<file path="config.mk">
export PLATFORM = sky130hd
export DESIGN_NAME = pwm_fade_scheduler
export DESIGN_NICKNAME = d
export VERILOG_FILES = /design/src/rtl/pwm_pkg.sv /design/src/rtl/pwm_fade_channel.sv /design/src/rtl/pwm_fade_scheduler.sv
export SDC_FILE = /design/constraint.sdc
export NUM_CORES = 1
export LEC_CHECK = 0
export ABC_AREA = 1
export BUFFER_PORTS_ARGS = -buffer_cell sky130_fd_sc_hd__buf_4
export CAP_MARGIN = 10
export CORE_MARGIN = 2
export CORE_UTILIZATION = 40
export CTS_BUF_LIST = sky130_fd_sc_hd__clkbuf_8
export CTS_CLUSTER_SIZE = 8
export DETAILED_ROUTE_END_ITERATION = 8
export PLACE_DENSITY_LB_ADDON = 0.1
export SLEW_MARGIN = 0
export SYNTH_ARGS = -nofsm -noshare
export SYNTH_HDL_FRONTEND = slang
export SYNTH_SLANG_ARGS = --single-unit
</file>
<file path="constraint.sdc">
create_clock -name clk -period 3.6 [get_ports clk]
set_clock_uncertainty 0.15 [all_clocks]
set_input_delay 0.18 -clock clk [delete_from_list [all_inputs] [get_ports clk]]
set_output_delay 0.18 -clock clk [all_outputs]
set_load 0.005 [all_outputs]
</file>
<file path="src/rtl/pwm_pkg.sv">
// Shared constants and types for the LED PWM fade scheduler.
package pwm_pkg;

    localparam int PWM_PERIOD = 255;
    localparam int DUTY_W     = 8;
    localparam int RATE_W     = 4;
    localparam int FRAME_HZ   = 60;

    typedef logic [DUTY_W-1:0] duty_t;

endpackage

</file>
<file path="src/rtl/pwm_fade_channel.sv">
// One PWM channel: target/rate registers, saturating per-frame fade step,
// period-boundary commit of the working level and the registered compare.
module pwm_fade_channel #(
    parameter int DUTY_W = pwm_pkg::DUTY_W,
    parameter int RATE_W = pwm_pkg::RATE_W
) (
    input  logic              clk,
    input  logic              reset,
    input  logic              i_pwmTick,
    input  logic              i_wrap,
    input  logic [DUTY_W-1:0] i_phaseNext,
    input  logic              i_frameTick,
    input  logic              i_wrEn,
    input  logic [DUTY_W-1:0] i_wrTarget,
    input  logic [RATE_W-1:0] i_wrRate,
    output logic              o_pwm,
    output logic              o_active
);

    localparam int EXT_W = DUTY_W + 1;

    logic [DUTY_W-1:0] r_cur;
    logic [DUTY_W-1:0] r_tgt;
    logic [RATE_W-1:0] r_rate;
    logic [DUTY_W-1:0] r_applied;

    logic [EXT_W-1:0]  w_rateExt;
    logic [EXT_W-1:0]  w_up;
    logic [EXT_W-1:0]  w_down;
    logic [DUTY_W-1:0] w_stepped;
    logic [DUTY_W-1:0] w_appliedNext;

    // One extra bit catches both overflow going up and borrow going down.
    always_comb begin
        w_rateExt = EXT_W'(r_rate);
        w_up      = {1'b0, r_cur} + w_rateExt;
        w_down    = {1'b0, r_cur} - w_rateExt;
        w_stepped = r_cur;
        if (r_cur < r_tgt) begin
            w_stepped = (w_up > {1'b0, r_tgt}) ? r_tgt : w_up[DUTY_W-1:0];
        end else if (r_cur > r_tgt) begin
            w_stepped = (w_down[DUTY_W] || (w_down[DUTY_W-1:0] < r_tgt))
                        ? r_tgt : w_down[DUTY_W-1:0];
        end
    end

    // The compare at phase 0 already sees the freshly committed level.
    assign w_appliedNext = i_wrap ? r_cur : r_applied;
    assign o_active      = (r_cur != r_tgt);

    always_ff @(posedge clk or negedge reset) begin
        if (!reset) begin
            r_cur     <= '0;
            r_tgt     <= '0;
            r_rate    <= '0;
            r_applied <= '0;
            o_pwm     <= 1'b0;
        end else begin
            if (i_wrap) begin
                r_applied <= r_cur;
            end
            if (i_pwmTick) begin
                o_pwm <= (i_phaseNext < w_appliedNext);
            end
            if (i_wrEn) begin
                r_tgt  <= i_wrTarget;
                r_rate <= i_wrRate;
                if (i_wrRate == '0) begin
                    r_cur <= i_wrTarget;
                end
            end else if (i_frameTick) begin
                r_cur <= w_stepped;
            end
        end
    end

endmodule

</file>
<file path="src/rtl/pwm_fade_scheduler.sv">
// LED PWM sequencer: shared phase counter, write handshake/decode,
// NUM_CH fading channels and the registered busy reduction.
module pwm_fade_scheduler #(
    parameter int NUM_CH = 4,
    parameter int DUTY_W = pwm_pkg::DUTY_W,
    parameter int RATE_W = pwm_pkg::RATE_W,
    parameter int PERIOD = pwm_pkg::PWM_PERIOD
) (
    input  logic                    clk,
    input  logic                    reset,
    input  logic                    pwm_tick,
    input  logic                    frame_tick,
    input  logic                    wr_valid,
    output logic                    wr_ready,
    input  logic [$clog2(NUM_CH):0] wr_ch,
    input  logic [DUTY_W-1:0]       wr_target,
    input  logic [RATE_W-1:0]       wr_rate,
    output logic [NUM_CH-1:0]       pwm_out,
    output logic                    period_start,
    output logic                    busy
);

    // The channel index carries one spare bit so out-of-range writes are
    // representable and can be swallowed without aliasing onto a channel.
    localparam int CH_W = $clog2(NUM_CH) + 1;

    logic [DUTY_W-1:0] r_phase;
    logic              r_readyEn;
    logic [DUTY_W-1:0] w_phaseNext;
    logic              w_wrap;
    logic              w_xfer;
    logic [NUM_CH-1:0] w_active;

    assign w_wrap      = pwm_tick && (r_phase == DUTY_W'(PERIOD - 1));
    assign w_phaseNext = !pwm_tick ? r_phase :
                         w_wrap    ? '0      : r_phase + 1'b1;

    // Writes are refused on frame_tick cycles so a write never races a fade step.
    assign wr_ready = r_readyEn && !frame_tick;
    assign w_xfer   = wr_valid && wr_ready;

    always_ff @(posedge clk or negedge reset) begin
        if (!reset) begin
            r_phase      <= '0;
            r_readyEn    <= 1'b0;
            period_start <= 1'b0;
            busy         <= 1'b0;
        end else begin
            r_phase      <= w_phaseNext;
            r_readyEn    <= 1'b1;
            period_start <= w_wrap;
            busy         <= |w_active;
        end
    end

    for (genvar i = 0; i < NUM_CH; i++) begin : g_ch
        pwm_fade_channel #(
            .DUTY_W(DUTY_W),
            .RATE_W(RATE_W)
        ) u_ch (
            .clk        (clk),
            .reset      (reset),
            .i_pwmTick  (pwm_tick),
            .i_wrap     (w_wrap),
            .i_phaseNext(w_phaseNext),
            .i_frameTick(frame_tick),
            .i_wrEn     (w_xfer && (wr_ch == CH_W'(i))),
            .i_wrTarget (wr_target),
            .i_wrRate   (wr_rate),
            .o_pwm      (pwm_out[i]),
            .o_active   (w_active[i])
        );
    end

endmodule
</file>
**After elaboration in Yosys (flattened, before gate mapping)**

Cells that the tools add are included.

- Magnitude comparators: 20
- Equality and inequality tests: 12
- $add $sub $neg: 9
- Multiplexer cells: 31
- Reduce and logical (&&, ||, !) cells: 27

Operators by type and width:

| cell | number |
|---|---|
| $mux W8 | 31 |
| $lt A8 B8 Y1 | 12 |
| $add A8 B4 Y9 | 4 |
| $gt A9 B8 Y1 | 4 |
| $sub A8 B4 Y9 | 4 |
| $gt A8 B8 Y1 | 4 |
| $ne A8 B8 Y1 | 4 |
| $reduce_and A3 Y1 | 4 |
| $reduce_bool A3 Y1 | 4 |
| $add A8 B1 Y8 const B | 1 |
| $eq A8 B8 Y1 const B | 1 |
| $ne A2 B2 Y1 const B | 4 |
| $reduce_bool A2 Y1 | 4 |
| $logic_and A1 B1 Y1 | 7 |
| $eq A3 B2 Y1 const B | 2 |
| $logic_not A4 Y1 | 1 |
| $logic_or A1 B1 Y1 | 4 |
| $reduce_or A4 Y1 | 1 |
| $eq A3 B1 Y1 const B | 1 |
| $logic_not A3 Y1 | 1 |
| $logic_not A1 Y1 | 1 |

- Output and inout port bits: 7
- Bits of input ports: 20
- Word-level logic and storage cells: 123
- Register bits after elaboration: 127

**Longest topological paths before layout**

Gate-level depths: netlist of the first run.

- Depth after elaboration: 8
- Gate-level depth with buffers: 24
- Mapped depth without buffers: 23

**Modules after synthesis**

A second synthesis of the first run with hierarchy kept.

- Cell total of the unflattened synthesis: 1596
- Area total of the unflattened synthesis: 11509.8 um^2

Modules (own cells, without submodules):

| module | seq. area each (um^2) | instances | cells an instance | area an instance (um^2) |
|---|---|---|---|---|
| pwm_fade_channel at g_ch[2].u_ch | 725.7 | 1 | 388 | 2840.2 |
| pwm_fade_channel at g_ch[0].u_ch | 725.7 | 1 | 379 | 2693.8 |
| pwm_fade_channel at g_ch[1].u_ch | 725.7 | 1 | 375 | 2686.3 |
| pwm_fade_channel at g_ch[3].u_ch | 725.7 | 1 | 375 | 2682.6 |
| pwm_fade_scheduler | 275.3 | 1 | 79 | 606.8 |

**Least setup slack after synthesis of the first run**

No wires, ideal clock.

- Path type: reg-to-reg
- Start point: reg g_ch[2].u_ch.r_cur[0]
- End point: reg g_ch[2].u_ch.r_cur[0]
- Clock period less this slack: 2984 ps
- Slack: 616 ps
- Buffers on the path: 0
- Data arrival time: 2713 ps
- Required time: 3329 ps
- Cell stages (with the launch flop): 23
- Library setup time: 121 ps
- Cells stage by stage: dfrtp_1 -> inv_1 -> ha_1 -> inv_1 -> fa_1 -> nand2_1 -> nand2_1 -> a21oi_2 -> nand2_1 -> o21bai_1 -> nand2_1 -> inv_1 -> ha_1 -> nand2_1 -> nor2_1 -> nor2_1 -> nand3_1 -> nand2_1 -> nand2_1 -> nand3_1 -> nand2_1 -> nand2_1 -> a21oi_1

- Cells in the longest elaborated chain, start to end: 8
- Elaborated cells on any way between the ends: 15
- Classes of those cells: add/sub (2); order compare (4); mux (6); reduce/logical (3)

RTL lines:

| what | line | text |
|---|---|---|
| from (decl) | pwm_fade_channel.sv:22 | `logic [DUTY_W-1:0] r_cur;` |
| from (signal assigned) | pwm_fade_channel.sv:69 | `r_cur <= i_wrTarget;` |
| from (signal assigned) | pwm_fade_channel.sv:72 | `r_cur <= w_stepped;` |
| $sub A8 B4 Y9 | pwm_fade_channel.sv:37 | `w_down = {1'b0, r_cur} - w_rateExt;` |
| $lt A8 B8 Y1 | pwm_fade_channel.sv:42 | `w_stepped = (w_down[DUTY_W] \|\| (w_down[DUTY_W-1:0] < r_tgt))` |
| $logic_or A1 B1 Y1 | pwm_fade_channel.sv:42 |  |
| $mux W8 | pwm_fade_channel.sv:43 | `? r_tgt : w_down[DUTY_W-1:0];` |
| $mux W8 | pwm_fade_channel.sv:41 | `end else if (r_cur > r_tgt) begin` |
| $mux W8 | pwm_fade_channel.sv:39 | `if (r_cur < r_tgt) begin` |
| $mux W8 | pwm_fade_channel.sv:71 | `end else if (i_frameTick) begin` |
| $mux W8 | pwm_fade_channel.sv:65 | `if (i_wrEn) begin` |

Several ways; a longest one is shown, not always the timed one. The select of a mux whose other input is x is not followed.
A chain may end at the register's enable or synchronous reset.

**Worst setup path after layout of the first run**

- Start point: reg g_ch[1].u_ch.r_rate[0]
- End point: reg g_ch[1].u_ch.r_cur[2]

- Cells in the longest elaborated chain, start to end: 8
- Elaborated cells on any way between the ends: 11
- Classes of those cells: add/sub (2); order compare (2); mux (6); reduce/logical (1)

RTL lines:

| what | line | text |
|---|---|---|
| from (decl) | pwm_fade_channel.sv:24 | `logic [RATE_W-1:0] r_rate;` |
| from (signal assigned) | pwm_fade_channel.sv:67 | `r_rate <= i_wrRate;` |
| $sub A8 B4 Y9 | pwm_fade_channel.sv:37 |  |
| $lt A8 B8 Y1 | pwm_fade_channel.sv:42 |  |
| $logic_or A1 B1 Y1 | pwm_fade_channel.sv:42 |  |
| $mux W8 | pwm_fade_channel.sv:43 |  |
| $mux W8 | pwm_fade_channel.sv:41 |  |
| $mux W8 (*) | pwm_fade_channel.sv:39 |  |
| $mux W8 (*) | pwm_fade_channel.sv:71 |  |
| $mux W8 (*) | pwm_fade_channel.sv:65 |  |
| to (signal assigned) | pwm_fade_channel.sv:69 |  |
| to (signal assigned) | pwm_fade_channel.sv:72 |  |
| to (decl) | pwm_fade_channel.sv:22 |  |

Every way passes the cells marked *; elsewhere a longest branch is shown, timed or not. The select of a mux whose other input is x is not followed.

==> impl_metrics.csv, run 1 <==
group,metric,value,unit
synth,async_reset_ff_share,100,%
drt,wl_per_cell,16.9,um
critical_path,reg2reg_to,"g_ch[1].u_ch.r_cur[2]",
critical_path,end_kind,"flop",
floorplanning,ios,27,
clock_network,clk_pin_slew_worst_paths,90,ps
cells_and_area,drive_above_1_share,11.3,%
clock_network,cts_tree,"done",
critical_path,cp-startpoint,"g_ch[1].u_ch.r_rate[0]",
cells_and_area,nNetsFinal,1754,
floorplanning,num_rows,61,
grt,grt_max_degree,86,
clock_network,clk_latency,460,ps
grt,grtUsageTotal,23.8,%
run_status,status,"finished clean",
synth,synth.avg_cell_area,7.27,um2
place,detailed_place_hpwl,25.0,mm
cells_and_area,fin_area,12400,um2
clock_network,h-tree-depth,4,
critical_path,cp_max_fo,10,
synth,synthesis.area,11100,um2
pwr,clkPwrFrac,11.2,%
drt,drt-pass1-iter-count,5,
cells_and_area,synthToLayoutAreaGrowth,11.3,%
timing,maxSlewViolCount,0,
synth,yosys_most_used_dff,"dfrtp_1",
grt,grt_overflow,0,
place,port_buffers,26,
critical_path,cp-endpoint,"g_ch[1].u_ch.r_cur[2]",
drt,totalWireLength,33.1,mm
synth,yosysTopAreaCellShare,28.6,%
cells_and_area,final_common_cell,"nand2_1",
worst_hold_path,worstHoldPathType,"in -> reg",
critical_path,cp_num_buf_inv,1,
critical_path,slowest_stage,"dfrtp_1",
job,maxCapViolations,0,
synth,postSynthCellCount,1531,
timing,worstMarginPinSlew,926,ps
synth,yosysUniqueCellTypes,46,
drt,drt-vias-per-instance,5.13,
timing,period_share,93.2,%
synth,syn-num-nets,1713,
grt,antenna_found_initial,0,
timing,tns,0,ps
grt,grt_pass1_vias,9926,
critical_path,crit_top_cell,"nand2_1",
drt,ant_nets,0,
critical_path,cp_cell_sequence,"ha_2 -> fa_1 -> nand2_1 -> nand2_1 -> a21oi_2 -> nor2_2 -> xor2_1 -> ha_1 -> nand3_1 -> nor2_2 -> nand4_1 -> nand2_1 -> nand2_4 -> inv_2 -> nand2_1 -> nand3_1 -> nand3_1 -> a21oi_1",
timing,finalSetupViolCount,0,
pwr,intPower,0.00605,W
pwr,finalPower,0.0127,W
drt,drc,0,
pwr,p_leak,6.64,nW
critical_path,regToRegStartpoint,"g_ch[1].u_ch.r_rate[0]",
floorplanning,die_h,171,um
floorplanning,initial_core_util,40.4,%
pwr,vdd_drop_max,0.505,mV
cells_and_area,fill_cells,2860,
worst_hold_path,hp-start,"wr_rate[0]",
critical_path,worstPathRequired,3830,ps
synth,ys_ff_latch,127,
cells_and_area,final_cell_mix,"nand2_1, nand3_1, inv_1, ha_1, nor2_1",
synth,ys_warn_count,0,
pwr,p_sw,0.00667,W
drt,drt_iter0_drc,664,
drt,vias,10100,
floorplanning,die_area,29200,um2
timing,timing_hold_violations_final,0,
timing,maxSlewHeadroom,37.8,%
critical_path,cpPeakStageDelay,420,ps
critical_path,path_delay_family,"simple AND/OR/NAND/NOR gates",
place,place.gp.congestion,0.919,
clock_network,cts_root_buf,"clkbuf_8",
clock_network,clock_path_buffers,2,
critical_path,r2r_cells,18,
critical_path,worstSetupPathType,"reg -> reg",
floorplanning,die_w,171,um
synth,synth_area_leader_cell,"dfrtp_1",
floorplanning,fp.coreArea,27600,um2
grt,grt_pass1_wl,53.7,mm
synth,yosys-top-cells-area,"dfrtp_1, ha_1, nand2_1",
timing,fmax,0.298,GHz
pwr,p_seq_share,19.6,%
pwr,power_frac_comb,69.2,%
clock_network,clock-sinks,127,
critical_path,start_kind,"flop",
cells_and_area,num_antenna_cells,0,
critical_path,r2r_setup_slack,250,ps
pwr,cellPowerDensity,1030,nW/um2
clock_network,numCtsBuffers,17,
timing,min_period,3350,ps
place,placed_area,11800,um2
timing,hold_ws,12.2,ps
synth,synth-edff-count,0,
synth,yosysSeqAreaShare,28.6,%
critical_path,worstPathArrival,3590,ps
pwr,p_sw_share,52.4,%
critical_path,cp_num_cells,18,
==> worst reg2reg max path: stages (launching register included) <==
cell and delay (ps):
dfrtp_1 420, ha_2 230, fa_1 400, nand2_1 90
nand2_1 60, a21oi_2 230, nor2_2 70, xor2_1 170
ha_1 330, nand3_1 120, nor2_2 120, nand4_1 90
nand2_1 150, nand2_4 110, inv_2 130, nand2_1 60
nand3_1 80, nand3_1 100, a21oi_1 170
==> repair_timing <==
action,4_1_cts,5_1_grt
hold endpoints to repair,103,0
buffers inserted,0,2
setup endpoints to repair,0,32
resized for setup,0,15
hold buffers,7,0
==> logic make-up (layout without fill, tap and decap cells) <==
group | count (synthesis) | count (layout) | synth area share (%)
AOI/OAI and AO/OA | 236 | 236 | 11.9
xor gates and xnor gates | 25 | 25 | 1.97
adders and majority gates | 162 | 162 | 18.8
buffers and inverters | 221 | 274 | 7.92
DFF | 127 | 127 | 28.6
other | 1 | 1 | 0.0337
and+or+nand+nor | 759 | 759 | 30.8
==> registers in the layout (all words and copies together), names as in the netlist <==
signal,cells
g_ch.u_ch.r_tgt,32
r_readyEn,1
g_ch.u_ch.o_pwm,4
g_ch.u_ch.r_applied,32
busy,1
g_ch.u_ch.r_cur,32
r_phase,8
period_start,1
g_ch.u_ch.r_rate,16
==> power groups by stage <==
| stage | Sequential (W) | Clock, W | Combinational, W |
|---|---|---|---|
| floorplan | 0.00225 | 0 | 0.00661 |
| finish | 0.00249 | 0.00143 | 0.00881 |
| global route | 0.00257 | 0.00152 | 0.0102 |
| CTS | 0.00250 | 0.00145 | 0.00867 |
| detailed placement | 0.00252 | 0 | 0.00861 |
| global placement | 0.00251 | 0 | 0.00851 |
==> per-stage QoR <==
stage | util (%) | setup WS [ps] | cells
after CTS | 44.7 | 84.4 | 1960
after detailed placement | 42.8 | 132 | 1922
after global placement | 42.8 | 145 | 1922
after global routing | 44.9 | -16.6 | 1962
after floorplan | - | 616 | 1531
final | 44.9 | 245 | 1962
==> synth_stat cells (2+ instances only) <==
master	number
o21bai_1	31
ha_1	154
xor2_1	21
nand3_1	177
nor2_2	7
clkbuf_1	16
inv_2	22
nand2_1	346
dfrtp_1	127
buf_1	2
or2_0	2
nor2_4	2
nand2_2	13
buf_2	11
nand3_2	3
buf_4	10
o21ai_2	2
a21oi_1	116
o21ai_1	47
xnor2_1	4
o21ai_0	20
a21oi_2	3
nand3b_1	7
nor4_1	3
o211ai_1	2
nor3_1	6
inv_1	160
nor2_1	133
a21o_1	5
a211oi_1	7
fa_1	8
and3_1	2
nand2_4	3
nor4_4	2
or2_2	23
nand4_1	19
or2_1	6
==> worst min path at each step <==
stage | endpoint | slack (ps) | cells past startpoint
after global placement | g_ch[3].u_ch.r_cur[6] | 170 | 1
after CTS | g_ch[1].u_ch.r_tgt[3] | 20 | 4
after detailed placement | g_ch[3].u_ch.r_cur[6] | 170 | 1
final | g_ch[0].u_ch.r_rate[0] | 10 | 3
after global routing | g_ch[0].u_ch.r_rate[0] | 40 | 3
after floorplan | busy | -270 | 0
==> metal layers <==
metal / global-route usage (%) / vias to the layer above / wire length [um]
met5: 0 / - / 0
met4: 9.03 / 0 / 1060
met3: 3.03 / 51 / 1110
met2: 39.4 / 197 / 15300
met1: 31.6 / 4675 / 15600
li1: - / 5145 / -
==> area by class of cell <==
class	count	area (um2)	share of cell area, %
clock buffers	17	234	1.89
clock inverters	14	208	1.68
inverters	182	683	5.52
multi-input cells	1183	7130	57.6
flip-flops and latches	127	3180	25.7
well taps	378	473	3.82
repair buffers	61	479	3.87
Power figures use the tool's default switching activity.
==> run 2: changes to the inputs <==
--- a/config.mk
+++ b/config.mk
@@ -5,16 +5,16 @@
 export SDC_FILE = /design/constraint.sdc
 export NUM_CORES = 1
 export LEC_CHECK = 0
-export ABC_AREA = 1
+export ABC_AREA = 0
 export BUFFER_PORTS_ARGS = -buffer_cell sky130_fd_sc_hd__buf_4
 export CAP_MARGIN = 10
 export CORE_MARGIN = 2
 export CORE_UTILIZATION = 40
 export CTS_BUF_LIST = sky130_fd_sc_hd__clkbuf_8
-export CTS_CLUSTER_SIZE = 8
 export DETAILED_ROUTE_END_ITERATION = 8
 export PLACE_DENSITY_LB_ADDON = 0.1
 export SLEW_MARGIN = 0
 export SYNTH_ARGS = -nofsm -noshare
 export SYNTH_HDL_FRONTEND = slang
 export SYNTH_SLANG_ARGS = --single-unit
+export TNS_END_PERCENT = 5
==> run 2 against run 1 <==
Against the previous run:
- the run now ends with setup timing left
- sequential power is 13% lower
- final area is 8.3% higher
- worst hold slack better by 110 ps
- non-clock buffer count is 154 higher
- first-iteration DRC count is 14% lower
- combinational power is 17% higher
- setup slack worse by 360 ps
- via count is 6.6% lower
- flip-flop and latch count stayed put
==> impl_metrics.csv, run 2 <==
group,metric,value,unit
clock_network,numCtsBuffers,17,
drt,vias,9406,
place,place.gp.congestion,0.917,
critical_path,r2r_cells,23,
clock_network,cts_root_buf,"clkbuf_8",
timing,maxSlewViolCount,0,
timing,worstMarginPinSlew,815,ps
critical_path,worstSetupPathType,"reg -> reg",
timing,period_share,103,%
critical_path,start_kind,"flop",
floorplanning,die_area,28000,um2
drt,ant_nets,0,
floorplanning,die_w,167,um
synth,yosysUniqueCellTypes,80,
synth,synth_mux_area_share,5.95,%
drt,wl_per_cell,18.9,um
synth,yosys_most_used_dff,"dfrtp_1",
clock_network,clk_pin_slew_worst_paths,80,ps
pwr,vdd_drop_max,0.377,mV
synth,yosys-top-cells-area,"dfrtp_1, ha_1, mux2i_1",
cells_and_area,final_cell_mix,"buf_4, ha_1, dfrtp_1, nand2_1, inv_1",
clock_network,h-tree-depth,4,
synth,async_reset_ff_share,100,%
timing,min_period,3710,ps
critical_path,worstPathRequired,3770,ps
clock_network,cts_tree,"done",
cells_and_area,largestRegisters,"g_ch.u_ch.r_applied (32), g_ch.u_ch.r_cur (32), g_ch.u_ch.r_tgt (32)",
timing,maxSlewHeadroom,45.7,%
critical_path,worstPathArrival,3870,ps
floorplanning,initial_core_util,40.8,%
synth,yosysSeqAreaShare,29.8,%
run_status,status,"finished, violations left",
synth,synth-edff-count,0,
drt,totalWireLength,33.0,mm
synth,synth_compound_area_share,19.3,%
place,port_buffers,26,
timing,finalSetupViolCount,12,
critical_path,cp_max_fo,3,
pwr,p_leak,6.54,nW
timing,timing_hold_violations_final,0,
drt,drt-pass1-iter-count,6,
critical_path,r2r_setup_slack,-110,ps
drt,drt-vias-per-instance,5.41,
floorplanning,die_h,167,um
grt,grt_overflow,0,
cells_and_area,nNetsFinal,1574,
grt,grtUsageTotal,24.3,%
run_status,violations,"setup timing",
synth,syn-num-nets,1390,
grt,grt_pass1_wl,53.0,mm
critical_path,reg2reg_to,"g_ch[0].u_ch.r_cur[6]",
timing,rsz0062_at_grt,"true",
worst_hold_path,hold_path_depth,4,
synth,synthAdderAreaFrac,19.6,%
floorplanning,ios,27,
critical_path,end_kind,"flop",
cells_and_area,fin_cells,1740,
cells_and_area,synthToLayoutAreaGrowth,25.6,%
synth,synth_most_common_cell,"ha_1",
worst_hold_path,hp-start,"wr_ch[0]",
synth,ys_ff_latch,127,
synth,synth_top_family_by_area,"adder cells",
worst_hold_path,worstHoldPathType,"in -> reg",
grt,antenna_found_initial,0,
place,detailed_place_hpwl,24.2,mm
clock_network,clock_path_buffers,2,
synth,yosysTopAreaCellShare,29.8,%
synth,synth_area_leader_cell,"dfrtp_1",
grt,grt_max_degree,82,
pwr,cellPowerDensity,1040,nW/um2
timing,fmax,0.270,GHz
clock_network,clk_latency,450,ps
floorplanning,num_rows,59,
place,dp_cells,1655,
synth,synth.avg_cell_area,8.84,um2
grt,grt_pass1_vias,9471,
critical_path,regToRegStartpoint,"g_ch[0].u_ch.r_rate[0]",
cells_and_area,num_antenna_cells,0,
floorplanning,fp.coreArea,26100,um2
synth,synth_common_cells,"ha_1, dfrtp_1, nand2_1",
drt,drt_iter0_drc,569,
synth,postSynthCellCount,1208,
place,pre_cts_slack,-241,ps
cells_and_area,drive_above_1_share,23.4,%
worst_hold_path,hold_end,"g_ch[1].u_ch.r_rate[0]",
drt,drc,0,
synth,synth_xor_area_share,3.77,%
clock_network,clock-sinks,127,
critical_path,cp-startpoint,"g_ch[0].u_ch.r_rate[0]",
cells_and_area,final_common_cell,"buf_4",
timing,timing.final.ws_setup,-110,ps
synth,synthesis.area,10700,um2
synth,ys_warn_count,0,
synth,synth-simple-area-share,15.7,%
job,maxCapViolations,0,
[run 2: changes by cell type after synthesis, sizes merged, moves of 14 or more]
cell and change:
o21bai -28, clkbuf +14, nor2 -66, a31oi +14, nand2b +14, xnor2 +19, a21oi -58, nor2b +20
mux2i +50, o21ai +16, nand2 -238, or2 -25, nand3 -150, inv -76
[run 2: where the power goes]
part           switching [W]  leakage (nW)  total [W]  internal, W
clock network       0.000623         0.246    0.00153     0.000903
logic                0.00518          4.74     0.0103      0.00507
registers           0.000378          1.55    0.00216      0.00178
total                0.00618          6.54     0.0139      0.00776
[run 2: kinds of logic after synthesis]
family                   Yosys count
AO/OA/AOI/OAI                    307
XOR/XNOR                          46
adder cells (fa/ha/maj)          162
buffers and inverters            157
flip-flops                       127
multiplexers                      62
other                              1
AND/OR/NAND/NOR                  346
[run 2: through the flow]
step	power [W]	utilization [%]	hold slack (ps)	instance area, um2	setup TNS (ps)
2_1_floorplan	0.00790	-	-266	10700	-47.0
3_5_place_dp	0.0110	46.4	154	12100	-3640
6_report	0.0139	51.3	127	13400	-555
4_1_cts	0.0133	50.2	67.8	13100	-717
3_3_place_gp	0.0110	46.4	154	12100	-3280
5_1_grt	0.0151	51.3	115	13400	-5040
[run 2: worst max-delay path by stage]
stage          cells past startpoint  slack [ps]               endpoint
6_report                          23        -110  g_ch[0].u_ch.r_cur[6]
5_1_grt                           16        -290  g_ch[0].u_ch.r_cur[1]
4_1_cts                           15        -100  g_ch[2].u_ch.r_cur[1]
3_5_place_dp                      15        -240  g_ch[0].u_ch.r_cur[7]
3_3_place_gp                      15        -240  g_ch[3].u_ch.r_cur[7]
2_1_floorplan                     16         -20  g_ch[0].u_ch.r_cur[1]
[run 2: critical path, cell delays in order (launching register included)]
cell,delay [ps]
dfrtp_1,410
ha_2,190
inv_2,60
fa_2,220
a21o_1,140
a21oi_2,60
nor3b_4,150
buf_4,150
buf_4,130
buf_4,120
buf_4,120
buf_4,120
buf_4,120
buf_4,120
buf_4,120
buf_4,120
buf_4,120
buf_4,120
buf_4,120
buf_4,120
or2_2,260
a21boi_1,150
o31a_1,160
a211oi_2,40
[run 2: area by class of cell]
class | count | area (um2)
Inverter | 107 | 402
Clock inverter | 14 | 223
Multi-Input combinational cell | 924 | 7250
Clock buffer | 18 | 248
Tap cell | 335 | 419
Timing Repair Buffer | 215 | 1700
Fill cell | 2542 | 12700
Sequential cell | 127 | 3180
[run 2: layer usage]
layer | global-route usage, % | vias up | wire length (um)
met4 | 6.96 | 0 | 556
met5 | 0 | - | 0
li1 | - | 4688 | -
met3 | 3.45 | 41 | 1270
met2 | 39.7 | 225 | 15300
met1 | 33.6 | 4452 | 15900
[run 2: what timing repair did]
item / CTS / global route
gates resized for setup: 33 / 54
hold endpoints to repair: 144 / 0
pin swaps: 8 / 37
endpoints found under the setup margin: 31 / 32
setup buffers: 29 / 9
hold buffers: 15 / 0
==> run 3: changes to the inputs <==
==> constraint.sdc (replaced) <==
create_clock -name clk -period 3.4 [get_ports clk]
set_clock_uncertainty 0.15 [all_clocks]
set_input_delay 0.17 -clock clk [delete_from_list [all_inputs] [get_ports clk]]
set_output_delay 0.17 -clock clk [all_outputs]
set_load 0.005 [all_outputs]
==> run 3 against run 2 <==
Against the previous run:
- the flow finishes with violations (DRC, setup timing)
- final area up 0.57%
- die area stayed put
- clock-buffer cell count up 1
- critical path depth is 8 lower
- flip-flop and latch count stayed put
- worst hold slack lost 74 ps
- register-to-register slack worse by 60 ps
- first-iteration DRC count is 0.53% lower
- clock power shrank 13%
- combinational power is 8% higher
- sequential power grew 6%
- fmax is 3.8% higher
- largest cell class unchanged
==> impl_metrics.csv, run 3 (synthesis results as in run 2) <==
group,metric,value,unit
timing,period_share,105,%
place,placed_area,12400,um2
job,maxCapViolations,0,
cells_and_area,nNetsFinal,1584,
clock_network,numCtsBuffers,17,
cells_and_area,synthToLayoutAreaGrowth,26.4,%
floorplanning,initial_core_util,40.8,%
timing,fmax,0.280,GHz
timing,maxSlewHeadroom,53.0,%
cells_and_area,final_cell_mix,"buf_4, ha_1, dfrtp_1, nand2_1, inv_1",
clock_network,cts_tree,"done",
cells_and_area,num_antenna_cells,0,
clock_network,h-tree-depth,4,
drt,drt-vias-per-instance,5.47,
clock_network,clock_path_buffers,2,
cells_and_area,fin_area,13500,um2
grt,antenna_found_initial,0,
grt,grt_pass1_vias,9666,
place,place.gp.congestion,0.890,
worst_hold_path,worstHoldPathType,"in -> reg",
cells_and_area,drive_above_1_share,25.7,%
cells_and_area,fin_util,51.6,%
critical_path,start_kind,"flop",
clock_network,clk_pin_slew_worst_paths,80,ps
place,detailed_place_hpwl,24.7,mm
place,port_buffers,26,
grt,grt_max_degree,68,
drt,vias,9567,
floorplanning,num_rows,59,
floorplanning,ios,27,
grt,grtUsageTotal,24.4,%
drt,drt-pass1-iter-count,8,
timing,timing_hold_violations_final,0,
floorplanning,die_area,28000,um2
timing,maxSlewViolCount,0,
critical_path,cp-startpoint,"g_ch[3].u_ch.r_cur[2]",
clock_network,clock-sinks,127,
drt,totalWireLength,32.9,mm
timing,tns,-2270,ps
cells_and_area,largestRegisters,"g_ch.u_ch.r_applied (32), g_ch.u_ch.r_cur (32), g_ch.u_ch.r_tgt (32)",
pwr,vdd_drop_max,0.366,mV
place,pre_cts_slack,-382,ps
grt,grt_pass1_wl,53.4,mm
drt,drc,2,
run_status,violations,"DRC, setup timing",
timing,worstMarginPinSlew,705,ps
pwr,cellPowerDensity,1090,nW/um2
critical_path,worstPathRequired,3600,ps
critical_path,regToRegStartpoint,"g_ch[3].u_ch.r_cur[2]",
floorplanning,fp.coreArea,26100,um2
grt,grt_overflow,0,
worst_hold_path,hp-start,"pwm_tick",
clock_network,cts_root_buf,"clkbuf_8",
drt,drt_iter0_drc,566,
run_status,status,"finished, violations left",
critical_path,worstSetupPathType,"reg -> reg",
timing,finalSetupViolCount,30,
timing,rsz0062_at_grt,"true",
pwr,finalPower,0.0148,W
cells_and_area,final_common_cell,"buf_4",
critical_path,cp_max_fo,7,
pwr,p_leak,6.58,nW
critical_path,end_kind,"flop",
floorplanning,die_h,167,um
clock_network,clk_latency,450,ps
drt,ant_nets,0,
drt,wl_per_cell,18.8,um
timing,min_period,3570,ps
critical_path,worstPathArrival,3770,ps
timing,timing.final.ws_setup,-174,ps
floorplanning,die_w,167,um
run 3: per-layer routing:
| metal | global-route usage (%) | up-vias | part of all wire [%] |
|---|---|---|---|
| met5 | 0 | - | 0 |
| met4 | 6.54 | 0 | 2.0 |
| met3 | 2.43 | 33 | 3.9 |
| met2 | 39.2 | 202 | 46 |
| met1 | 35.0 | 4634 | 49 |
| li1 | - | 4698 | - |
run 3: stage by stage:
| step | cells | hold slack [ps] |
|---|---|---|
| finish | 1750 | 53.1 |
| global route | 1750 | 50.1 |
| CTS | 1748 | 21.4 |
| detailed placement | 1686 | 96.1 |
| global placement | 1686 | 90.3 |
| floorplan | 1208 | -276 |
run 3: worst paths after layout:
| check | slack, ps | cells past startpoint | endpoint |
|---|---|---|---|
| max in group asynchronous | 2130 | 3 | g_ch[2].u_ch.r_rate[0] |
| hold reg to reg | 330 | 2 | g_ch[1].u_ch.r_applied[7] |
| hold / removal | 50 | 3 | g_ch[0].u_ch.o_pwm |
| min in group asynchronous | 160 | 2 | g_ch[0].u_ch.r_rate[3] |
| setup / recovery | -170 | 15 | g_ch[3].u_ch.r_cur[7] |
| setup reg to reg | -170 | 15 | g_ch[3].u_ch.r_cur[7] |
run 3: critical path, cell delays in order, from the launching register on:
cell and delay (ps):
dfrtp_1 430, ha_4 260, buf_6 130, nand2b_1 150, a21oi_2 190, buf_4 170, xor2_2 170, ha_1 280
a21o_1 200, a221oi_4 280, o2bb2ai_2 140, a21boi_4 220, buf_6 140, mux2i_2 210, o22ai_2 110, o221a_2 260
run 3: layout make-up:
class | instances | area, um2
fillers | 2479 | 12600
multi-input cells | 924 | 7330
flip-flops and latches | 127 | 3180
repair buffers | 225 | 1770
well taps | 335 | 419
inverters | 107 | 402
clock buffers | 19 | 262
clock inverters | 13 | 125
run 3: power breakdown:
part	internal, W	switching (W)	total (W)
Clock	0.000680	0.000649	0.00133
Sequential	0.00189	0.000404	0.00230
Combinational	0.00560	0.00553	0.0111
run 3: repair_timing:
action	CTS	global route
setup buffers	16	2
hold endpoints to repair	126	0
hold buffers	14	0
setup endpoints to repair	32	32
resized for setup	69	33
pin swaps	50	27
